File: src/rtl/mips_multi_cycle_ctrl.sv
// mips_multi_cycle_ctrl: main control FSM of the multi-cycle MIPS core.
// Sequences fetch/decode/execute/mem/writeback and drives datapath controls.
//
// Ports:
//   clk, rst_n            clock, async active-low reset
//   opcode, funct         instruction fields from the IR
//   zero_flag             ALU zero flag (beq)
//   alu_control           000 AND 001 OR 010 ADD 100 SUB 101 MUL 110 SLT
//   alu_src_a/alu_src_b   ALU operand selects
//   pc_src, pc_en         PC source select and PC load enable
//   iord, mem_write       memory address select, memory write
//   ir_write, reg_write   IR load, register file write
//   reg_dst, mem_to_reg   write-back register / data selects
//   illegal_op            unsupported opcode/funct seen in DECODE
//   state, instr_count    debug state, retired instruction counter
//
// Build option: define MIPS_CTRL_MUL_EN to accept R-type funct 011000 (MUL).

module mips_multi_cycle_ctrl #(
   parameter int RETIRE_W = 32
) (
   input  logic                clk,
   input  logic                rst_n,
   input  logic [5:0]          opcode,
   input  logic [5:0]          funct,
   input  logic                zero_flag,
   output logic [2:0]          alu_control,
   output logic                alu_src_a,
   output logic [1:0]          alu_src_b,
   output logic [1:0]          pc_src,
   output logic                pc_en,
   output logic                iord,
   output logic                mem_write,
   output logic                ir_write,
   output logic                reg_write,
   output logic                reg_dst,
   output logic                mem_to_reg,
   output logic                illegal_op,
   output logic [3:0]          state,
   output logic [RETIRE_W-1:0] instr_count
);

   typedef enum logic [3:0] {
      S_RESET  = 4'd0,
      S_FETCH  = 4'd1,
      S_DECODE = 4'd2,
      S_MEMADR = 4'd3,
      S_MEMRD  = 4'd4,
      S_MEMWB  = 4'd5,
      S_MEMWR  = 4'd6,
      S_EXEC   = 4'd7,
      S_ALUWB  = 4'd8,
      S_BRANCH = 4'd9,
      S_ADDIEX = 4'd10,
      S_ADDIWB = 4'd11,
      S_JUMP   = 4'd12
   } state_t;

   state_t              r_state;
   state_t              w_next;
   logic [RETIRE_W-1:0] r_instr_count;

   logic w_pc_write;
   logic w_branch;
   logic w_retire;

   logic w_op_r;
   logic w_op_lw;
   logic w_op_sw;
   logic w_op_beq;
   logic w_op_addi;
   logic w_op_j;
   logic w_funct_ok;

   function automatic logic f_funct_legal(input logic [5:0] f);
      case (f)
         6'b100000,
         6'b100010,
         6'b100100,
         6'b100101,
         6'b101010: f_funct_legal = 1'b1;
`ifdef MIPS_CTRL_MUL_EN
         6'b011000: f_funct_legal = 1'b1;
`endif
         default:   f_funct_legal = 1'b0;
      endcase
   endfunction

   function automatic logic [2:0] f_exec_alu(input logic [5:0] f);
      case (f)
         6'b100000: f_exec_alu = 3'b010;
         6'b100010: f_exec_alu = 3'b100;
         6'b100100: f_exec_alu = 3'b000;
         6'b100101: f_exec_alu = 3'b001;
         6'b101010: f_exec_alu = 3'b110;
`ifdef MIPS_CTRL_MUL_EN
         6'b011000: f_exec_alu = 3'b101;
`endif
         default:   f_exec_alu = 3'b010;
      endcase
   endfunction

   assign w_op_r     = (opcode == 6'b000000);
   assign w_op_lw    = (opcode == 6'b100011);
   assign w_op_sw    = (opcode == 6'b101011);
   assign w_op_beq   = (opcode == 6'b000100);
   assign w_op_addi  = (opcode == 6'b001000);
   assign w_op_j     = (opcode == 6'b000010);
   assign w_funct_ok = f_funct_legal(funct);

   always_ff @(posedge clk or negedge rst_n) begin
      if (!rst_n) begin
         r_state <= S_RESET;
      end else begin
         r_state <= w_next;
      end
   end

   // Every retiring state leads straight back to FETCH, so counting
   // while in one of them counts on the edge that leaves it.
   always_ff @(posedge clk or negedge rst_n) begin
      if (!rst_n) begin
         r_instr_count <= '0;
      end else if (w_retire) begin
         r_instr_count <= r_instr_count + RETIRE_W'(1);
      end
   end

   always_comb begin
      w_next      = S_FETCH;
      alu_control = 3'b010;
      alu_src_a   = 1'b0;
      alu_src_b   = 2'b00;
      pc_src      = 2'b00;
      iord        = 1'b0;
      mem_write   = 1'b0;
      ir_write    = 1'b0;
      reg_write   = 1'b0;
      reg_dst     = 1'b0;
      mem_to_reg  = 1'b0;
      illegal_op  = 1'b0;
      w_pc_write  = 1'b0;
      w_branch    = 1'b0;
      w_retire    = 1'b0;
      case (r_state)
         S_RESET: begin
            w_next = S_FETCH;
         end
         S_FETCH: begin
            alu_src_b  = 2'b01;
            ir_write   = 1'b1;
            w_pc_write = 1'b1;
            w_next     = S_DECODE;
         end
         S_DECODE: begin
            alu_src_b = 2'b11;
            unique case (1'b1)
               w_op_r: begin
                  if (w_funct_ok) begin
                     w_next = S_EXEC;
                  end else begin
                     illegal_op = 1'b1;
                     w_next     = S_FETCH;
                  end
               end
               w_op_lw,
               w_op_sw:   w_next = S_MEMADR;
               w_op_beq:  w_next = S_BRANCH;
               w_op_addi: w_next = S_ADDIEX;
               w_op_j:    w_next = S_JUMP;
               default: begin
                  illegal_op = 1'b1;
                  w_next     = S_FETCH;
               end
            endcase
         end
         S_MEMADR: begin
            alu_src_a = 1'b1;
            alu_src_b = 2'b10;
            w_next    = w_op_sw ? S_MEMWR : S_MEMRD;
         end
         S_MEMRD: begin
            iord   = 1'b1;
            w_next = S_MEMWB;
         end
         S_MEMWB: begin
            mem_to_reg = 1'b1;
            reg_write  = 1'b1;
            w_retire   = 1'b1;
            w_next     = S_FETCH;
         end
         S_MEMWR: begin
            iord      = 1'b1;
            mem_write = 1'b1;
            w_retire  = 1'b1;
            w_next    = S_FETCH;
         end
         S_EXEC: begin
            alu_src_a   = 1'b1;
            alu_control = f_exec_alu(funct);
            w_next      = S_ALUWB;
         end
         S_ALUWB: begin
            reg_dst   = 1'b1;
            reg_write = 1'b1;
            w_retire  = 1'b1;
            w_next    = S_FETCH;
         end
         S_BRANCH: begin
            alu_src_a   = 1'b1;
            alu_control = 3'b100;
            pc_src      = 2'b01;
            w_branch    = 1'b1;
            w_retire    = 1'b1;
            w_next      = S_FETCH;
         end
         S_ADDIEX: begin
            alu_src_a = 1'b1;
            alu_src_b = 2'b10;
            w_next    = S_ADDIWB;
         end
         S_ADDIWB: begin
            reg_write = 1'b1;
            w_retire  = 1'b1;
            w_next    = S_FETCH;
         end
         S_JUMP: begin
            pc_src     = 2'b10;
            w_pc_write = 1'b1;
            w_retire   = 1'b1;
            w_next     = S_FETCH;
         end
         default: begin
            // unused codes: everything idle, resume at FETCH
            alu_control = 3'b000;
            w_next      = S_FETCH;
         end
      endcase
   end

   assign pc_en       = w_pc_write | (w_branch & zero_flag);
   assign state       = r_state;
   assign instr_count = r_instr_count;

endmodule

File: config.mk
export PLATFORM = sky130hd
export DESIGN_NAME = mips_multi_cycle_ctrl
export DESIGN_NICKNAME = d
export VERILOG_FILES = /design/src/rtl/mips_multi_cycle_ctrl.sv
export SDC_FILE = /design/constraint.sdc
export NUM_CORES = 1
export LEC_CHECK = 0
export ABC_CLOCK_PERIOD_IN_PS = 5100
export CORE_MARGIN = 4
export CORE_UTILIZATION = 49
export CTS_CLUSTER_DIAMETER = 200
export CTS_CLUSTER_SIZE = 20
export DETAILED_ROUTE_END_ITERATION = 16
export GPL_TIMING_DRIVEN = 0
export PLACE_DENSITY_LB_ADDON = 0.08
export SLEW_MARGIN = 20
export SYNTH_ARGS = -nofsm -noshare
export SYNTH_HDL_FRONTEND = slang
export SYNTH_SLANG_ARGS = --single-unit
File: constraint.sdc
create_clock -name clk -period 5.1 [get_ports clk]
set_input_delay 1.02 -clock clk [delete_from_list [all_inputs] [get_ports clk]]
set_output_delay 1.02 -clock clk [all_outputs]
set_load 0.005 [all_outputs]
==> run_results.csv <==
group,metric,value,unit
outcome,status,"complete, no violations",
cts,cts_buffers,5,
global_route,grt_max_degree,28,
timing,fin_crit,3892,ps
yosys,synth_common_cells,"36 x dfrtp_1, 21 x xnor2_1, 17 x nand2_1, 17 x nor2_1, 12 x nand4_1",
route,wire_per_inst,14.09,um
timing,finalCritPeriodShare,0.7631,
die,core_area,4000,sq um
route,first_pass_iters,4,
route,top_layer,"met4",
route,vias_per_cell,5.312,
setup_path,cp_max_fo,4,
die,initial_utilization,0.5045,
cts,cts.sinks,36,
timing,whs,482.2,ps
cts,clk_pin_slew_worst_paths,70,ps
route,wl_met3,300,um
timing,worst_clock_skew,6.022,ps
power,p_int,0.6331,mW
die,dieWidth,72.18,um
timing,grt_setup_unrepaired,"false",
worst_hold_path,holdCritPathClass,"flip-flop to flip-flop",
power,power.net_switching,0.3202,mW
timing,finalSetupViolations,0,
yosys,synth_cell_type_count,45,
cts,cts_resized,0,
setup_path,arrival,2870,ps
route,antenna_left,0,
yosys,ys_seq_area_frac,0.4464,
place,gp_congestion,0.8213,
global_route,antenna_found_initial,0,
route,vias,1753,
cts,root_buffer,"clkbuf_8",
setup_path,path_class,"primary input to output port",
setup_path,cp-start-kind,"primary input",
power,ir_drop,0.3060,mV
setup_path,cp-end-kind,"output port",
cells_and_area,nets,295,
timing,slew_headroom,0.6326,
global_route,grt_pass1_wl,7.976,mm
yosys,synth-async-reset-ratio,1.000,
setup_path,critPathRequiredTime,4080,ps
cts,cts_tree,"built",
route,drc,0,
yosys,syn_inst,205,
timing,worst_slack,1208,ps
die,die_y,72.18,um
power,swShare,0.3359,
die,die_area,5209,sq um
yosys,synth-edff-count,0,
yosys,avgSynthCellArea,9.845,sq um
cts,h-tree-depth,2,
cells_and_area,fillCellCount,352,
route,dr_wl_met2,2.037,mm
route,wl_met1,2.234,mm
cts,clk_latency,290,ps
cells_and_area,seq_area,900.9,sq um
power,power.share.clock,0.217,
power,p_per_area,334.6,nW/um^2
yosys,syn_nets,221,
yosys,synth_top_area_frac,0.4464,
route,routed_wl,4.651,mm
power,p_seq_frac,0.371,
cells_and_area,drive_gt1_frac,0.07857,
place,port_buffers,66,
die,num_rows,23,
timing,tightest_slew,546.0,ps
yosys,yosysWarnings,0,
power,p_comb_frac,0.412,
run,drv_cap,0,
global_route,track_usage,0.1936,
cts,cts_hold_buf,0,
timing,slew_viol_final,0,
yosys,ys_ff_latch,36,
yosys,synthesis.area,2018,sq um
cells_and_area,multi_input_area,1082,sq um
power,p_leak,1.173,nW
yosys,synth.area.top_cells,"dfrtp_1 45%, xnor2_1 9.1%, xor2_1 4.8%",
cts,cts_buffer_depth,2,
place,dp_hpwl,3.494,mm
timing,tns,0,ps
timing,fmax,256.9,MHz
yosys,yosys.area.top_type,"dfrtp_1",
yosys,yosysMostFrequentCell,"dfrtp_1",
place,dp_slack,1218,ps
timing,finalHoldViolations,0,
global_route,grt_pass1_vias,1697,
cells_and_area,diodes,0,
die,ios,67,
cts,postCtsSetupBuffers,0,
yosys,ys.flop_type,"dfrtp_1",
route,drt_iter0_markers,72,
global_route,gr-total-overflow,0,
cells_and_area,syn2layout_area_growth,41.17,%
-- metal layers --
layer	up-vias	global-route usage
met5	-	0
met4	0	0.06889
met3	8	0.05263
met2	53	0.2912
met1	811	0.2688
li1	881	-
-- sequential cells by signal (all words and copies together) (netlist names) --
name and count:
state 4, instr_count 32
-- critical path, cell delays in order --
cell and delay [ps]:
clkdlybuf4s50_1 450, nor4_1 540, nand3b_1 120, a21boi_0 210, clkdlybuf4s50_1 530
-- metrics by stage --
step | cell area, sq um | std cells | power, mW | utilization
after global routing | 2849 | 330 | 1.023 | 0.7122
final | 2849 | 330 | 0.9533 | 0.7122
after detailed placement | 2756 | 322 | 0.7546 | 0.6891
after CTS | 2849 | 330 | 0.9650 | 0.7122
after floorplan | 2018 | 205 | 0.5528 | -
after global placement | 2741 | 321 | 0.7452 | 0.6853
-- worst paths after layout --
path / start / end / slack [ps] / depth (start not counted)
min in group asynchronous: rst_n / instr_count[31] / 590 / 1
max: opcode[5] / illegal_op / 1210 / 5
min reg2reg: instr_count[31] / instr_count[31] / 480 / 1
min: instr_count[31] / instr_count[31] / 480 / 1
max in group asynchronous: rst_n / instr_count[4] / 4090 / 2
max reg2reg: state[0] / instr_count[23] / 3030 / 6
-- power by group through the flow --
stage	Combinational [mW]	Sequential [mW]	Clock, mW
finish	0.393	0.354	0.207
CTS	0.397	0.354	0.215
detailed placement	0.395	0.359	0
global placement	0.388	0.357	0
global route	0.435	0.361	0.226
floorplan	0.196	0.357	0
-- placed cells by master, fill, tap and decap left out, drive strengths merged, types with 6 or more instances in the layout --
cell type      netlist  layout
clkdlybuf4s50        0      65
dfrtp               36      36
xnor2               21      21
nand2               18      18
nor2                17      17
nand4               12      12
xor2                11      11
nor3                11      11
nand3               10      10
clkbuf               4      10
o21ai                6       6
-- cell type report --
class,instances,area share
buffer,5,0.007027
multi-input combinational,160,0.3799
clock buffer,6,0.02899
sequential,36,0.3162
tap,50,0.02196
clock inverter,2,0.003513
timing repair buffer,67,0.2372
inverter,4,0.005270
-- cell families (layout without fill, tap and decap cells) --
family / count (synthesis) / after routing / synth area share
and+or+nand+nor: 95 / 95 / 0.2641
xor gates and xnor gates: 32 / 32 / 0.1389
muxes: 4 / 4 / 0.02046
buffers and inverters: 9 / 84 / 0.01735
adders and majority gates: 1 / 1 / 0.006199
DFF: 36 / 36 / 0.4464
AOI/OAI and AO/OA: 28 / 28 / 0.1066
(Power assumes the default switching activity.)
==> variant 1 (same flow settings) <==
`RETIRE_W`: 32 -> 24.
--- a/src/rtl/mips_multi_cycle_ctrl.sv
+++ b/src/rtl/mips_multi_cycle_ctrl.sv
@@ -17,7 +17,7 @@
 // Build option: define MIPS_CTRL_MUL_EN to accept R-type funct 011000 (MUL).
 
 module mips_multi_cycle_ctrl #(
-   parameter int RETIRE_W = 32
+   parameter int RETIRE_W = 24
 ) (
    input  logic                clk,
    input  logic                rst_n,
Interface: changed (resized instr_count); port bits go from 67 to 59. The function was not compared with the original's and may differ.
==> variant 1 against the original RTL <==
Setup slack worse by 0.30 ns; final area is 13% lower; power is 7.7% lower; routed wire length is 6.5% lower; via count is 2.6% lower; global-route usage is 0.81 points higher; sequential cell count is 8 lower; synthesized area is 11% lower; combinational power is 15% higher; largest cell class unchanged; largest power group unchanged.
==> variant 1: results (changes against the original RTL) <==
| Metric | Value |
|---|---|
| Placer Congestion | 0.9119 (+11%) |
| Sequential share of the synthesized area | 38.97% (-5.7 points) |
| Worst Tran Pin Value | 0.6029 ns (+0.05691 ns) |
| Crit path DAT | 3.17 ns (+0.30 ns) |
| Layout cells sized above 1 | 7.480% (-0.38 points) |
| Clock Latency Late Sink | 0.27 ns (-0.02 ns) |
| Dpl cell area | 2411 um2 (-13%) |
| Port Buffers | 56 (-15%) |
| Grt met2 use | 35.76% (+6.6 points) |
| GRT Resource Usage Total | 20.17% (+0.81 points) |
| Outcome | completed |
| Largest net degree at the start of global routing | 29 (+3.6%) |
| Met1 GRT Util | 24.67% (-2.2 points) |
| Post-Synth XOR/XNOR Area | 12.67% (-1.2 points) |
| Synth area leaders | dfrtp_1 39%, xor2_1 10%, nor3_1 3.6%, nand2_1 3.1%, nor2_1 2.9% |
| Design Area, Final | 2466 um2 (-13%) |
| Filler Cell Count | 297 (-16%) |
| Vias in the first global route | 1605 (-5.4%) |
| Detailed Route Iter0 Violations | 87 (+21%) |
| Synth cell count leaders | 28 x dfrtp_1, 21 x xor2_1, 15 x nand2_1, 14 x nor2_1, 13 x nor3_1 |
| Synth Area in Adders | 0.6959% (+0.076 points) |
| Nets | 271 (-8.1%) |
| Mux share of post-synthesis cell area | 2.366% (+0.32 points) |
| Max reg flops | 24 (-25%) |
| Max VDD drop | 0.1664 mV (-46%) |
[variant 1: changes by cell type after synthesis, sizes merged, moves of 7 or more]
cell	delta
buf	+7
xnor2	-16
nand4	-8
nor4b	+7
dfrtp	-8
nand3	-7
xor2	+10
[variant 1: metal layers]
layer	up-vias	part of all wire, %
met5	-	0
met3	10	4.2
met1	822	42
li1	827	-
met2	49	51
met4	0	2.7
[variant 1: kinds of logic after synthesis]
logic type,after synthesis
AO/OA/AOI/OAI,33
flip-flops,28
buffers and inverters,17
multiplexers,4
AND/OR/NAND/NOR,85
XOR/XNOR,26
adder cells (fa/ha/maj),1
[variant 1: through the flow]
step           power, mW  std cells  hold slack [ns]  setup slack, ns
2_1_floorplan     0.5392        194           0.4647            2.005
3_3_place_gp      0.7405        296           0.4558           0.9328
3_5_place_dp      0.7459        296           0.4661           0.9315
4_1_cts           0.8846        300           0.4785           0.8965
5_1_grt           0.9404        300           0.5054           0.7357
6_report          0.8795        300           0.4795           0.9128
[variant 1: worst max-delay path, stage by stage]
cell             delay, ns
clkdlybuf4s50_1       0.45
nor3_1                0.44
nand2_1               0.09
o21ba_2               0.21
a2111oi_0             0.38
clkdlybuf4s50_1       0.57
[variant 1: layout make-up]
type | instances | area share, %
inverter | 5 | 0.7610
sequential | 28 | 28.41
timing repair buffer | 56 | 22.53
buffer | 12 | 2.334
multi-input combinational | 149 | 41.40
clock buffer | 4 | 2.232
tap | 46 | 2.334
[variant 1: final timing paths]
check | from | endpoint | slack [ns] | cells after the start
max reg2reg | state[1] | instr_count[17] | 3.35 | 6
min | instr_count[23] | instr_count[23] | 0.48 | 1
max in group asynchronous | rst_n | instr_count[16] | 3.96 | 1
min in group asynchronous | rst_n | instr_count[9] | 0.75 | 1
min reg2reg | instr_count[23] | instr_count[23] | 0.48 | 1
max | opcode[0] | illegal_op | 0.91 | 6
[variant 1: where the power goes]
| part | leakage (nW) | internal (mW) | switching, mW |
|---|---|---|---|
| clock | 0.0288 | 0.0691 | 0.0655 |
| combinational | 0.665 | 0.230 | 0.222 |
| sequential | 0.380 | 0.250 | 0.0428 |
| total | 1.07 | 0.550 | 0.330 |
==> variant 2 (same flow settings) <==
Without the edit above. Register the inputs `opcode`, `funct` and `zero_flag` before use. The logic sees them one clock later.
--- a/src/rtl/mips_multi_cycle_ctrl.sv
+++ b/src/rtl/mips_multi_cycle_ctrl.sv
@@ -56,6 +56,16 @@
       S_JUMP   = 4'd12
    } state_t;
 
+   logic [5:0] opcode_q;
+   logic [5:0] funct_q;
+   logic zero_flag_q;
+
+   always_ff @(posedge clk) begin
+      opcode_q    <= opcode;
+      funct_q     <= funct;
+      zero_flag_q <= zero_flag;
+   end
+
    state_t              r_state;
    state_t              w_next;
    logic [RETIRE_W-1:0] r_instr_count;
@@ -100,13 +110,13 @@
       endcase
    endfunction
 
-   assign w_op_r     = (opcode == 6'b000000);
-   assign w_op_lw    = (opcode == 6'b100011);
-   assign w_op_sw    = (opcode == 6'b101011);
-   assign w_op_beq   = (opcode == 6'b000100);
-   assign w_op_addi  = (opcode == 6'b001000);
-   assign w_op_j     = (opcode == 6'b000010);
-   assign w_funct_ok = f_funct_legal(funct);
+   assign w_op_r     = (opcode_q == 6'b000000);
+   assign w_op_lw    = (opcode_q == 6'b100011);
+   assign w_op_sw    = (opcode_q == 6'b101011);
+   assign w_op_beq   = (opcode_q == 6'b000100);
+   assign w_op_addi  = (opcode_q == 6'b001000);
+   assign w_op_j     = (opcode_q == 6'b000010);
+   assign w_funct_ok = f_funct_legal(funct_q);
 
    always_ff @(posedge clk or negedge rst_n) begin
       if (!rst_n) begin
@@ -197,7 +207,7 @@
          end
          S_EXEC: begin
             alu_src_a   = 1'b1;
-            alu_control = f_exec_alu(funct);
+            alu_control = f_exec_alu(funct_q);
             w_next      = S_ALUWB;
          end
          S_ALUWB: begin
@@ -238,7 +248,7 @@
       endcase
    end
 
-   assign pc_en       = w_pc_write | (w_branch & zero_flag);
+   assign pc_en       = w_pc_write | (w_branch & zero_flag_q);
    assign state       = r_state;
    assign instr_count = r_instr_count;
 
Check against the original RTL: not equivalent (Yosys sat finds a counterexample within 4 cycles, from zero or initial values and one cycle with rst_n low).
==> variant 2 against the original RTL <==
Sequential cell count grew 13; critical path depth increased by 2; die area grew 15%; maximum frequency up 13%; clock power is 14% higher; synthesized area is 16% higher; global-route usage down 1.5 points; setup slack better by 0.43 ns; power up 18%; clock skew grew 0.0043 ns; routed wire length up 7.3%; combinational power rose by 8.4%; final area increased by 12%; largest power group is now sequential cells.
==> variant 2: results (changes against the original RTL) <==
| Metric | Value |
|---|---|
| Layout cells sized above 1 | 7.395% (-0.46 points) |
| Switching power total | 0.3708 mW (+16%) |
| Cell count after synthesis | 236 (+15%) |
| Crit path from | state[3] |
| DP Cell Count | 355 (+10%) |
| Mux share of post-synthesis cell area | 1.756% (-0.29 points) |
| Clk slew on worst S/H paths | 0.09 ns (+0.02 ns) |
| Detailed Route Iter0 Violations | 49 (-32%) |
| Capturing point of the worst reg2reg path | instr_count[25] |
| Wl on met1 | 2.328 mm (+4.2%) |
| Vias in the first global route | 1840 (+8.4%) |
| R2R depth | 5 (-1) |
| Dpl cell area | 3092 um2 (+12%) |
| Vias/cell | 5.179 (-2.5%) |
| CP endpoint | pc_en |
| Wirelength, routed | 4.989 mm (+7.3%) |
| Met1 GRT Util | 22.76% (-4.1 points) |
| Sequential share of the synthesized area | 49.39% (+4.8 points) |
| Fin crit period | 3.458 ns (-0.4338 ns) |
| Cell variety after synth | 48 (+6.7%) |
| Grt met2 use | 28.93% (-0.19 points) |
| Max VDD drop | 0.2357 mV (-23%) |
| Synth cell count leaders | 36 x dfrtp_1, 26 x nor2_1, 18 x xnor2_1, 17 x nand2_1, 14 x xor2_1 |
| Slew headroom | 71.76% (+8.5 points) |
| WL met2 | 2.305 mm (+13%) |
| Leakage | 1.362 nW (+16%) |
| Routed wire per std cell | 13.74 um (-2.5%) |
| Final Skew | 0.01034 ns (+0.004318 ns) |
| Flop pwr share | 41.3% (+4.2 points) |
| Outcome | completed |
[variant 2: worst min path at each step]
| stage | to | cells past startpoint | from |
|---|---|---|---|
| after CTS | instr_count[31] | 1 | instr_count[31] |
| final | instr_count[31] | 1 | instr_count[31] |
| after floorplan | instr_count[31] | 1 | instr_count[31] |
| after global placement | instr_count[31] | 1 | instr_count[31] |
| after global routing | instr_count[31] | 1 | instr_count[31] |
| after detailed placement | instr_count[31] | 1 | instr_count[31] |
[variant 2: layout make-up]
type / count / area, um2 / share of cell area (%)
buffer: 8 / 33.78 / 1.060
clock buffer: 6 / 82.58 / 2.590
clock inverter: 2 / 13.76 / 0.4317
inverter: 6 / 22.52 / 0.7064
multi-input combinational: 173 / 1134 / 35.56
sequential: 49 / 1161 / 36.42
tap: 52 / 65.06 / 2.041
timing repair buffer: 67 / 675.6 / 21.19
